### config.mk
export PLATFORM = sky130hd
export DESIGN_NAME = control_pipe_unit
export DESIGN_NICKNAME = d
export VERILOG_FILES = /design/src/rtl/control_pipe_unit_pkg.sv /design/src/rtl/control_pipe_unit_decoder.sv /design/src/rtl/control_pipe_unit.sv
export SDC_FILE = /design/constraint.sdc
export NUM_CORES = 1
export LEC_CHECK = 0
export CORE_ASPECT_RATIO = 0.6
export CORE_MARGIN = 2
export CORE_UTILIZATION = 49
export CTS_BUF_LIST = sky130_fd_sc_hd__clkbuf_8
export DETAILED_ROUTE_END_ITERATION = 10
export PLACE_DENSITY = 0.87
export RECOVER_POWER = 25
export SETUP_SLACK_MARGIN = 0.3
export SYNTH_ARGS = -nofsm -noshare
export SYNTH_HDL_FRONTEND = slang
export SYNTH_SLANG_ARGS = --single-unit
### constraint.sdc
create_clock -name i_clk -period 4.3 [get_ports i_clk]
set_input_delay 0.645 -clock i_clk [delete_from_list [all_inputs] [get_ports i_clk]]
set_output_delay 0.645 -clock i_clk [all_outputs]
set_load 0.02 [all_outputs]
### src/rtl/control_pipe_unit_pkg.sv
`default_nettype none
// ============================================================================
//  Package     : control_pipe_unit_pkg
//  Description : Shared opcode encodings, control-bundle widths and bit
//                positions, plus the helper that tells whether an opcode
//                reads its rt field as a source operand. Reused by the
//                decoder, the hazard logic and ALU control.
//  Revision    : 1.0 - initial release
// ============================================================================
package control_pipe_unit_pkg;

  // Bundle widths
  localparam int EX_W  = 4;
  localparam int MEM_W = 3;
  localparam int WB_W  = 2;

  // EX bundle bit positions: [3] reg_dst, [2:1] alu_op, [0] alu_src
  localparam int EX_REG_DST = 3;
  localparam int EX_ALU_HI  = 2;
  localparam int EX_ALU_LO  = 1;
  localparam int EX_ALU_SRC = 0;

  // MEM bundle bit positions
  localparam int MEM_READ   = 2;
  localparam int MEM_WRITE  = 1;
  localparam int MEM_BRANCH = 0;

  // WB bundle bit positions
  localparam int WB_REG_WRITE  = 1;
  localparam int WB_MEM_TO_REG = 0;

  // Opcodes
  localparam logic [5:0] OP_RTYPE = 6'b000000;
  localparam logic [5:0] OP_LW    = 6'b100011;
  localparam logic [5:0] OP_SW    = 6'b101011;
  localparam logic [5:0] OP_BEQ   = 6'b000100;
  localparam logic [5:0] OP_ADDI  = 6'b001000;
  localparam logic [5:0] OP_SLTI  = 6'b001010;
  localparam logic [5:0] OP_ANDI  = 6'b001100;
  localparam logic [5:0] OP_ORI   = 6'b001101;
  localparam logic [5:0] OP_XORI  = 6'b001110;
  localparam logic [5:0] OP_LUI   = 6'b001111;

  // ALU operation class carried in ex[2:1]
  typedef enum logic [1:0] {
    ALU_ADD   = 2'b00,
    ALU_SUB   = 2'b01,
    ALU_FUNCT = 2'b10,
    ALU_IMM   = 2'b11
  } alu_op_e;

  typedef struct packed {
    logic [EX_W-1:0]  ex;
    logic [MEM_W-1:0] mem;
    logic [WB_W-1:0]  wb;
  } ctrl_t;

  localparam ctrl_t CTRL_NOP = '0;

  // Opcodes whose rt field is a source register (and so can hit a load-use).
  function automatic logic reads_rt(input logic [5:0] op);
    return (op == OP_RTYPE) || (op == OP_SW) || (op == OP_BEQ);
  endfunction

endpackage
`default_nettype wire

### src/rtl/control_pipe_unit_decoder.sv
`default_nettype none
// ============================================================================
//  Module      : control_decoder
//  Description : Purely combinational opcode decoder producing the EX, MEM
//                and WB control bundles and an illegal-opcode flag. Unknown
//                opcodes decode to all-zero bundles.
//  Ports       : i_opcode  in  SIZEOP  instruction opcode
//                o_ex      out 4       reg_dst, alu_op[1:0], alu_src
//                o_mem     out 3       mem_read, mem_write, branch
//                o_wb      out 2       reg_write, mem_to_reg
//                o_illegal out 1       opcode not recognised
//  Revision    : 1.0 - initial release
// ============================================================================
module control_decoder
  import control_pipe_unit_pkg::*;
#(
  parameter int SIZEOP = 6
) (
  input  logic [SIZEOP-1:0] i_opcode,
  output logic [EX_W-1:0]   o_ex,
  output logic [MEM_W-1:0]  o_mem,
  output logic [WB_W-1:0]   o_wb,
  output logic              o_illegal
);

  always_comb begin
    o_ex      = '0;
    o_mem     = '0;
    o_wb      = '0;
    o_illegal = 1'b0;
    case (i_opcode)
      SIZEOP'(OP_RTYPE): begin
        o_ex = {1'b1, ALU_FUNCT, 1'b0};
        o_wb = 2'b10;
      end
      SIZEOP'(OP_LW): begin
        o_ex  = {1'b0, ALU_ADD, 1'b1};
        o_mem = 3'b100;
        o_wb  = 2'b11;
      end
      SIZEOP'(OP_SW): begin
        o_ex  = {1'b0, ALU_ADD, 1'b1};
        o_mem = 3'b010;
      end
      SIZEOP'(OP_BEQ): begin
        o_ex  = {1'b0, ALU_SUB, 1'b0};
        o_mem = 3'b001;
      end
      SIZEOP'(OP_ADDI), SIZEOP'(OP_ANDI), SIZEOP'(OP_ORI),
      SIZEOP'(OP_XORI), SIZEOP'(OP_LUI),  SIZEOP'(OP_SLTI): begin
        o_ex = {1'b0, ALU_IMM, 1'b1};
        o_wb = 2'b10;
      end
      default: o_illegal = 1'b1;
    endcase
  end

endmodule
`default_nettype wire

### src/rtl/control_pipe_unit.sv
`default_nettype none
// ============================================================================
//  Module      : control_pipe_unit
//  Description : Decodes the ID-stage instruction, carries the control
//                bundles through ID/EX, EX/MEM and MEM/WB, and detects
//                load-use hazards against the instruction held in ID/EX.
//  Ports       : i_clk          in  1          clock
//                i_rst_n        in  1          async active-low reset
//                i_instruccion  in  DATA_WIDTH ID instruction
//                i_valid        in  1          instruction valid
//                i_flush        in  1          kill instruction entering ID/EX
//                o_ex           out 4          EX bundle (ID/EX)
//                o_mem          out 3          MEM bundle (EX/MEM)
//                o_wb           out 2          WB bundle (MEM/WB)
//                o_stall        out 1          load-use hazard (combinational)
//                o_illegal      out 1          last accepted opcode undecoded
//                o_stall_count  out CNT_WIDTH  saturating stall-cycle count
//  Revision    : 1.0 - initial release
// ============================================================================
module control_pipe_unit
  import control_pipe_unit_pkg::*;
#(
  parameter int DATA_WIDTH = 32,
  parameter int SIZEOP     = 6,
  parameter int NREG_BITS  = 5,
  parameter int CNT_WIDTH  = 16
) (
  input  logic                  i_clk,
  input  logic                  i_rst_n,
  input  logic [DATA_WIDTH-1:0] i_instruccion,
  input  logic                  i_valid,
  input  logic                  i_flush,
  output logic [EX_W-1:0]       o_ex,
  output logic [MEM_W-1:0]      o_mem,
  output logic [WB_W-1:0]       o_wb,
  output logic                  o_stall,
  output logic                  o_illegal,
  output logic [CNT_WIDTH-1:0]  o_stall_count
);

  logic [SIZEOP-1:0]    w_opcode;
  logic [NREG_BITS-1:0] w_rs;
  logic [NREG_BITS-1:0] w_rt;
  ctrl_t                w_dec;
  logic                 w_dec_illegal;
  logic                 w_stall;
  logic                 unused_instr_bits;

  assign w_opcode = i_instruccion[DATA_WIDTH-1 -: SIZEOP];
  assign w_rs     = i_instruccion[21 +: NREG_BITS];
  assign w_rt     = i_instruccion[16 +: NREG_BITS];
  assign unused_instr_bits = ^i_instruccion[15:0];

  control_decoder #(.SIZEOP(SIZEOP)) u_decoder (
    .i_opcode  (w_opcode),
    .o_ex      (w_dec.ex),
    .o_mem     (w_dec.mem),
    .o_wb      (w_dec.wb),
    .o_illegal (w_dec_illegal)
  );

  // Pipeline state
  ctrl_t                idex_ctrl_q,  idex_ctrl_d;
  logic [NREG_BITS-1:0] idex_rt_q,    idex_rt_d;
  logic                 idex_valid_q, idex_valid_d;
  logic [MEM_W-1:0]     exmem_mem_q;
  logic [WB_W-1:0]      exmem_wb_q;
  logic [WB_W-1:0]      memwb_wb_q;
  logic                 illegal_q,    illegal_d;
  logic [CNT_WIDTH-1:0] stall_cnt_q,  stall_cnt_d;

  // Load in ID/EX whose destination (rt) is read by the ID instruction.
  // rt only counts as a source for opcodes that actually read it; $0 never
  // carries a dependency.
  assign w_stall = i_valid & idex_valid_q & idex_ctrl_q.mem[MEM_READ] &
                   (idex_rt_q != '0) &
                   ((idex_rt_q == w_rs) |
                    ((idex_rt_q == w_rt) & reads_rt(6'(w_opcode))));

  always_comb begin
    idex_ctrl_d  = CTRL_NOP;
    idex_rt_d    = '0;
    idex_valid_d = 1'b0;
    illegal_d    = 1'b0;
    stall_cnt_d  = stall_cnt_q;
    // Flush, stall and invalid slots all insert a bubble.
    if (i_valid && !i_flush && !w_stall) begin
      idex_ctrl_d  = w_dec;
      idex_rt_d    = w_rt;
      idex_valid_d = 1'b1;
      illegal_d    = w_dec_illegal;
    end
    // Counts every stalled cycle, including ones that are also flushed.
    if (w_stall && (stall_cnt_q != {CNT_WIDTH{1'b1}})) begin
      stall_cnt_d = stall_cnt_q + CNT_WIDTH'(1);
    end
  end

  always_ff @(posedge i_clk or negedge i_rst_n) begin
    if (!i_rst_n) begin
      idex_ctrl_q  <= CTRL_NOP;
      idex_rt_q    <= '0;
      idex_valid_q <= 1'b0;
      exmem_mem_q  <= '0;
      exmem_wb_q   <= '0;
      memwb_wb_q   <= '0;
      illegal_q    <= 1'b0;
      stall_cnt_q  <= '0;
    end else begin
      idex_ctrl_q  <= idex_ctrl_d;
      idex_rt_q    <= idex_rt_d;
      idex_valid_q <= idex_valid_d;
      exmem_mem_q  <= idex_ctrl_q.mem;
      exmem_wb_q   <= idex_ctrl_q.wb;
      memwb_wb_q   <= exmem_wb_q;
      illegal_q    <= illegal_d;
      stall_cnt_q  <= stall_cnt_d;
    end
  end

  assign o_ex          = idex_ctrl_q.ex;
  assign o_mem         = exmem_mem_q;
  assign o_wb          = memwb_wb_q;
  assign o_stall       = w_stall;
  assign o_illegal     = illegal_q;
  assign o_stall_count = stall_cnt_q;

endmodule
`default_nettype wire

==> results of run 1 <==
-- per-layer routing --
layer  global-route usage, %  routed length (um)
met5                       0                   0
met4                    7.63                  84
met3                    4.58                 151
met2                    31.1                1720
met1                    29.0                1680
-- worst paths after layout --
| kind | startpoint | endpoint | slack (ns) | cells after the start |
|---|---|---|---|---|
| min in group asynchronous | i_rst_n | o_illegal | 1.44 | 2 |
| hold / removal | idex_ctrl_q[2] | o_mem[0] | 0.35 | 0 |
| setup reg to reg | idex_rt_q[1] | o_illegal | 1.94 | 5 |
| setup / recovery | i_instruccion[31] | o_stall | 0.71 | 6 |
| max in group asynchronous | i_rst_n | o_ex[2] | 1.74 | 2 |
| hold reg to reg | idex_ctrl_q[2] | o_mem[0] | 0.35 | 0 |
-- kinds of logic (layout without fill, tap and decap cells) --
kind of cell | Yosys count | count (layout) | synth area share, %
adder cells (fa/ha/maj) | 1 | 1 | 0.735
multiplexers | 3 | 3 | 1.98
flip-flops | 37 | 37 | 54.4
XOR/XNOR | 23 | 23 | 11.8
AND/OR/NAND/NOR | 59 | 59 | 22.2
AO/OA/AOI/OAI | 10 | 10 | 4.19
buffers and inverters | 13 | 60 | 4.70
-- cell usage after synthesis --
library cell | number | area [sq um]
nor2_1 | 4 | 15.0
or3_4 | 1 | 11.3
nand3b_1 | 1 | 7.51
mux2_2 | 3 | 33.8
and3_1 | 1 | 6.26
a21oi_2 | 1 | 8.76
clkbuf_1 | 1 | 3.75
o2111ai_2 | 1 | 15.0
nand3_1 | 8 | 40.0
nor4_1 | 4 | 25.0
nand4b_1 | 1 | 8.76
nand4_1 | 7 | 43.8
buf_4 | 6 | 45.0
nor4_2 | 1 | 12.5
xor2_1 | 9 | 78.8
or3b_1 | 1 | 8.76
ha_1 | 1 | 12.5
nor3_1 | 6 | 30.0
a21oi_1 | 3 | 15.0
inv_2 | 1 | 3.75
xnor2_1 | 14 | 123
a211oi_1 | 1 | 7.51
nor4b_4 | 1 | 23.8
nand2b_1 | 3 | 18.8
dfrtp_1 | 37 | 926
nor4_4 | 1 | 21.3
clkbuf_2 | 1 | 5.00
o22ai_1 | 1 | 6.26
and2_1 | 6 | 37.5
and4_1 | 3 | 26.3
o22a_1 | 1 | 8.76
o21ai_0 | 2 | 10.0
buf_6 | 1 | 11.3
nand2_1 | 9 | 33.8
or4_1 | 1 | 7.51
inv_1 | 3 | 11.3
-- layout make-up --
type / count / area, sq um
Tap cell: 45 / 56.3
Sequential cell: 37 / 926
Clock inverter: 2 / 33.8
Inverter: 4 / 15.0
Clock buffer: 6 / 82.6
Fill cell: 240 / 1000
Multi-Input combinational cell: 96 / 697
Timing Repair Buffer: 48 / 472
-- per-stage QoR --
stage / hold WS (ns) / cell area (sq um)
floorplan: 0.331 / 1700
detailed placement: 0.340 / 2170
global route: 0.367 / 2280
global placement: 0.332 / 2170
finish: 0.353 / 2280
CTS: 0.357 / 2290
-- registers in the layout (all words and copies together), names as in the netlist --
register,flops
exmem_wb_q,1
idex_ctrl_q,4
idex_rt_q,5
idex_valid_q,1
o_ex,4
o_illegal,1
o_mem,3
o_stall_count,16
o_wb,2
-- power by group --
| part | total (W) | leakage (nW) | internal [W] | switching, W |
|---|---|---|---|---|
| registers | 0.000355 | 0.512 | 0.000352 | 0.00000321 |
| clock network | 0.000302 | 0.0626 | 0.000187 | 0.000115 |
| logic | 0.0000586 | 0.420 | 0.0000282 | 0.0000304 |
| total | 0.000716 | 0.994 | 0.000567 | 0.000149 |
==> impl_metrics.toml, run 1 <==
[status]
status = "complete, but fails checks"
violations = "capacitance limit, slew limit"

[logic_synthesis]
ys_ff_latch = 37
synth.avg_cell_area_sq_um = 11.7
yosysWarningCount = 0
ys_types = 36
netlist_area_sq_um = 1700
synthCells = 146
syn_nets = 183
yosysSeqAreaShare_pct = 54.4

[setup_path]
crit_chain = "clkdlybuf4s50_1, nand4b_1, o22ai_1, nand3_1, a21oi_2, clkdlybuf4s50_1"
crit_family = "buffers and inverters"
path_buf_inv = 2
worstPathRequired_ns = 3.65
crit_fanout = 8
worst_ep_arrival_time_ns = 2.94
cp_slowest_stage_delay_ns = 0.69
crit_path_top_delay_cell = "clkdlybuf4s50_1"
cp-start-kind = "primary input"
setup.worst_path.class = "primary input to output port"
cp_common_cell = "clkdlybuf4s50_1"
critPathCaptureType = "output port"

[pwr]
p_total_w = 0.000716
leakage_nw = 0.994
power_density_nw_per_um2 = 314
vdd_ir_drop_max_uv = 202

[sta]
setup_slack_ns = 0.710
rsz0062_at_grt = "no"
drv_slew = 38
clock_skew_ns = 0.00715
fin_tns_setup_ns = 0
period_share_pct = 83.5
relSlewSlack_pct = -30.0
max_freq_ghz = 0.279
hold_viol = 0
worst_pin_slew_ns = 1.95
finalCriticalPeriod_ns = 3.59
setup_violations = 0

[clock_tree]
cts_resized = 0
clkLatencyLatePin_ns = 0.28
clkSinkCount = 37
cts_buffers = 5
cts_hold_buffers = 0
clkSlewWorstSetupHoldPaths_ns = 0.07
cts_root_buffer = "clkbuf_8"
clk_path_buf_depth = 2
cts_tree = "built"
cts.htree.levels = 2
post_cts_buffers = 0

[placed_design]
io_buffers = 46
dp_hpwl_mm = 2.75
placedCellCount = 230
gp_congestion = 0.908
place_ws_ns = 0.749

[global_routing]
grt_max_degree = 38
antenna_found_initial = 0
grt_pass1_wl_mm = 6.15
grt_use_total_pct = 20.5
overflow = 0
grt_pass1_vias = 1245

[drt]
via_per_inst = 5.34
drc = 0
vias = 1270
postRouteAntennaNets = 0
first_pass_iters = 4
drt-total-wl_mm = 3.64
wl_per_cell_um = 15.3
drt_iter0_drc = 94

[worst_hold_path]
hold_path.class = "flip-flop to flip-flop"

[cells_and_area]
final_common_cell = "clkdlybuf4s50_1"
drive_gt1_share_pct = 9.33
fin_cells = 238
final_cell_mix = "45 x clkdlybuf4s50_1, 37 x dfrtp_1, 14 x xnor2_1, 9 x xor2_1, 9 x nand2_1"
syn_to_final_growth_pct = 34.0
num-nets-final = 229
diodes = 0
postLayoutCoreUtil_pct = 69.5

[floorplanning]
die_x_um = 80.1
num_rows = 16
dieArea_sq_um = 3980
fp.dieH_um = 49.7
core_area_sq_um = 3280
start_util_pct = 51.9
ios = 63

[flow_run]
maxCapViolCount = 1
Power figures use the tool's default switching activity.
==> inputs of run 2 (changes only) <==
- CORE_UTILIZATION: 49 -> 46
- PLACE_DENSITY: 0.87 -> 0.83
- clock period: 4.3 -> 3.5 ns (I/O delays scaled with it)
==> run 2 against run 1 <==
Against the previous run: the run still ends with capacitance limit, slew limit left; largest power group unchanged; clock power is 23% higher; final area is 0.88% higher; global-route usage is 1.9 points lower; die area is 6.1% higher; sequential share of layout area is 0.35 points lower; critical path type unchanged.
==> impl_metrics.toml, run 2 (same netlist as run 1, synthesis figures left out) <==
[status]
status = "complete, but fails checks"
violations = "capacitance limit, slew limit"

[floorplanning]
ios = 63
start_util_pct = 47.1
die_x_um = 82.6
dieArea_sq_um = 4220
num_rows = 17
core_area_sq_um = 3620
fp.dieH_um = 51.1

[sta]
worst_pin_slew_ns = 1.94
drv_slew = 38
relSlewSlack_pct = -29.5
clock_skew_ns = 0.00422
period_share_pct = 79.8
hold_viol = 0
rsz0062_at_grt = "no"
max_freq_ghz = 0.358
finalCriticalPeriod_ns = 2.79
setup_violations = 0
fin_tns_setup_ns = 0

[clock_tree]
cts_root_buffer = "clkbuf_8"
clkSinkCount = 37
post_cts_buffers = 0
cts_hold_buffers = 0
clk_path_buf_depth = 2
clkLatencyLatePin_ns = 0.28
cts_tree = "built"
cts_buffers = 5
cts_resized = 0
cts.htree.levels = 2
clkSlewWorstSetupHoldPaths_ns = 0.07

[drt]
drt_iter0_drc = 115
postRouteAntennaNets = 0
drt-total-wl_mm = 3.54
vias = 1260
via_per_inst = 5.21
drc = 0
wl_per_cell_um = 14.6
first_pass_iters = 4

[setup_path]
crit_fanout = 7
reg2reg_depth = 5
cp-start-kind = "primary input"
worstPathRequired_ns = 2.97
worst_ep_arrival_time_ns = 2.27
critPathCaptureType = "output port"
setup.worst_path.class = "primary input to output port"

[placed_design]
dp_hpwl_mm = 2.64
post_dp_cell_area_sq_um = 2190
placedCellCount = 234
gp_congestion = 0.902
io_buffers = 46

[cells_and_area]
final_common_cell = "clkdlybuf4s50_1"
fillers = 279
postLayoutCoreUtil_pct = 63.7
diodes = 0
final_cell_mix = "44 x clkdlybuf4s50_1, 37 x dfrtp_1, 14 x xnor2_1, 9 x xor2_1, 9 x nand2_1"
num-nets-final = 231
largest_register_ffs = 16
syn_to_final_growth_pct = 35.2
fin_cells = 242
drive_gt1_share_pct = 10.3
design_area_sq_um = 2300

[worst_hold_path]
hold_path.class = "flip-flop to flip-flop"
whs_path_depth = 0

[global_routing]
antenna_found_initial = 0
grt_pass1_wl_mm = 5.85
grt_use_total_pct = 18.6
overflow = 0
grt_max_degree = 38
grt_pass1_vias = 1242

[pwr]
power_density_nw_per_um2 = 383
leakage_nw = 1.02
vdd_ir_drop_max_uv = 260

[flow_run]
maxCapViolCount = 1
==> run 2: cell types whose count changed in the layout (fill, tap and decap cells not counted), sizes merged <==
cell           before  now
buf                 1    3
clkdlybuf4s50      45   44
dlymetal6s2s        0    1
==> run 2: power breakdown <==
part	switching [W]	internal (W)	total (W)
clock network	0.000142	0.000229	0.000371
registers	0.00000338	0.000432	0.000436
logic	0.0000383	0.0000361	0.0000744
total	0.000183	0.000698	0.000881
==> run 2: final cells by class <==
cell class	count	area (sq um)	share of cell area, %
Tap cell	47	58.8	2.55
Multi-Input combinational cell	96	697	30.3
Timing Repair Buffer	50	489	21.2
Sequential cell	37	926	40.2
Inverter	4	15.0	0.652
Clock buffer	6	82.6	3.59
Clock inverter	2	33.8	1.47
==> run 2: stage by stage <==
stage / hold WS (ns) / setup WS (ns) / power [W]
2_1_floorplan: 0.229 / 1.32 / 0.000475
3_3_place_gp: 0.333 / 0.333 / 0.000516
3_5_place_dp: 0.335 / 0.345 / 0.000519
4_1_cts: 0.351 / 0.324 / 0.000892
5_1_grt: 0.358 / 0.600 / 0.000914
6_report: 0.349 / 0.707 / 0.000881
==> run 2: path summary, 6_finish.rpt <==
| path | from | slack [ns] | end |
|---|---|---|---|
| max in group asynchronous | i_rst_n | 1.05 | o_stall_count[15] |
| min in group asynchronous | i_rst_n | 1.33 | idex_rt_q[4] |
| worst max-delay path | i_instruccion[29] | 0.71 | o_stall |
| worst max register to register | idex_rt_q[1] | 1.17 | idex_ctrl_q[3] |
| worst min-delay path | idex_ctrl_q[2] | 0.35 | o_mem[0] |
| worst min register to register | idex_ctrl_q[2] | 0.35 | o_mem[0] |
==> run 2: critical path, cell delays in order <==
cell	delay (ns)
clkdlybuf4s50_1	0.52
or3_4	0.42
o22ai_1	0.14
nand3_1	0.16
a21oi_2	0.25
dlymetal6s2s_1	0.26
==> run 2: layer usage <==
metal / GRT usage (%) / share of wire (%)
met3: 4.77 / 3.9
met2: 28.4 / 47
met1: 26.0 / 48
met5: 0 / 0
met4: 6.28 / 0.91
==> variant: new RTL, flow settings as in run 2 <==
Put one more register stage on the output `o_stall_count`, without a reset. The value now appears one clock later. The other outputs are not delayed to match. Comments in the files are not updated.
--- a/src/rtl/control_pipe_unit.sv
+++ b/src/rtl/control_pipe_unit.sv
@@ -124,5 +124,7 @@
   assign o_stall       = w_stall;
   assign o_illegal     = illegal_q;
-  assign o_stall_count = stall_cnt_q;
+  always_ff @(posedge i_clk) begin
+    o_stall_count <= stall_cnt_q;
+  end
 
 endmodule
Formal check against the unedited RTL: not equivalent (Yosys sat finds a counterexample within 4 cycles, from zero or initial values and one cycle with i_rst_n low).
==> variant against run 2 <==
  * Final area grew 14%
  * Power grew 23%
  * Routed wire length grew 3.3%
  * Critical path depth is the same
  * Global-route usage shrank 2.0 points
  * Clock power grew 7.0%
  * Sequential cell count grew 16
  * Worst setup slack lost 0.32 ns
  * Area after synthesis grew 18%
  * Non-clock buffer count shrank 1
  * Sequential share of layout area grew 7.4 points
  * Register-to-register slack lost 0.03 ns
==> variant: results (changes against run 2) <==
----------------------------------------------------
[Run status]
  Result of the run ... completed (was complete, but fails checks)

[GRT]
  Largest net degree at the start of global routing ... 25 (was 38)
  Wire length of the first global-routing pass ... 6.17 mm (was 5.85 mm)
  GRT Resource Usage Total ... 16.6% (was 18.6%)
  Initial antenna violation count ... 0 (unchanged)

[Synthesis]
  Net count of the mapped netlist ... 204 (was 183)
  Number of unique standard cell types used by synthesis ... 39 (was 36)
  Sequential area share after synthesis ... 61.9% (was 54.4%)
  Cells after Synth ... 167 (was 146)
  Synth area leaders ... dfrtp_1, dfxtp_1, xnor2_1 (was dfrtp_1, xnor2_1, xor2_1)
  Most frequent cells after synthesis ... dfrtp_1, dfxtp_1, xnor2_1 (was dfrtp_1, xnor2_1, nand2_1, xor2_1, nand3_1)
  Share of synthesized registers carrying an async set or reset ... 69.8% (was 100%)

[Worst setup path]
  Data arrival time of the critical path ... 2.59 ns (was 2.27 ns)
  Critical Path Max Stage Delay ... 0.63 ns (was 0.52 ns)
  Startpoint of the worst register-to-register path ... idex_rt_q[2] (was idex_rt_q[1])
  Cell count of the worst reg-to-reg path ... 7 (was 5)
  Worst-path fanout max ... 6 (was 7)
  Start point of the critical path ... i_instruccion[31] (was i_instruccion[29])

[Layout]
  Number of cells in the finished layout apart from fillers ... 275 (was 242)
  Fraction of final layout cells with drive strength greater than 1 ... 7.44% (was 10.3%)
  Net count, final ... 251 (was 231)

[Timing]
  Least-Margin Pin Slew ... 1.03 ns (was 1.94 ns)
  Pins Over Slew Limit ... 0 (was 38)
  Max Clock Skew ... 0.00902 ns (was 0.00422 ns)

[Place]
  Global placement routability congestion ... 0.839 (was 0.902)
  Placed Cells ... 267 (was 234)
  DP HPWL ... 2.76 mm (was 2.64 mm)
  Minimum setup slack after placement ... 0.399 ns (was 0.345 ns)
  Post-detailed-placement cell area ... 2510 sq um (was 2190 sq um)

[Clock tree]
  Clock network latency to the later pin of the worst-skew pair ... 0.31 ns (was 0.28 ns)
  Clk pin slew, worst setup/hold paths ... 0.09 ns (was 0.07 ns)
  Cell at the root of the clock tree ... clkbuf_8 (unchanged)
  Total number of H-tree levels ... 2 (unchanged)

[Route]
  Routed via count divided by cell count ... 4.85 (was 5.21)
  DRC marker count from the first detailed-route iteration ... 101 (was 115)
  Overall routed net length ... 3.65 mm (was 3.54 mm)

[Power]
  Leakage ... 1.11 nW (was 1.02 nW)
  Maximum vdd ir drop ... 0.000339 V (was 0.000260 V)

[Hold path]
  Worst Hold Launch ... idex_ctrl_q[1] (was idex_ctrl_q[2])

----------------------------------------------------
[variant: cells by family (layout without fill, tap and decap cells)]
logic type                 count (synthesis)  count (layout)  share of synthesized area [%]
and+or+nand+nor                           66              66                           19.4
DFF                                       53              53                           61.9
xor gates and xnor gates                  23              23                           10.0
AOI/OAI and AO/OA                         12              12                           3.98
buffers and inverters                     11              59                           3.54
adders and majority gates                  1               1                          0.621
muxes                                      1               1                          0.559
[variant: worst reg2reg max path, stage by stage, from the launching register on]
cell	delay, ns
dfrtp_1	0.43
or4_1	0.54
o2111ai_2	0.20
a21oi_2	0.07
buf_4	0.20
or3b_1	0.54
inv_4	0.17
and3_1	0.16
[variant: path summary, 6_finish.rpt]
kind | slack, ns | to
worst max-delay path | 0.39 | o_stall
worst min-delay path | 0.35 | exmem_wb_q[1]
worst max register to register | 1.14 | idex_ctrl_q[2]
worst min register to register | 0.35 | exmem_wb_q[1]
max in group asynchronous | 1.92 | o_ex[3]
min in group asynchronous | 0.84 | idex_rt_q[1]
[variant: report_power, final]
part / leakage, nW / internal (mW) / switching, mW
sequential: 0.640 / 0.614 / 0.00357
combinational: 0.406 / 0.0338 / 0.0331
clock: 0.0595 / 0.212 / 0.185
[variant: metal layers]
metal / share of wire (%) / vias to the layer above / global-route usage [%]
li1: - / 665 / -
met1: 52 / 625 / 26.3
met2: 43 / 40 / 22.1
met3: 4.2 / 5 / 4.04
met4: 1.2 / 0 / 5.76
met5: 0 / - / 0
[variant: area by class of cell]
class	instances	area, sq um
clock inverter	3	42.5
clock buffer	5	68.8
tap	60	75.1
timing repair buffer	49	479
inverter	2	10.0
multi-input combinational	103	697
sequential	53	1250
fill	329	1550
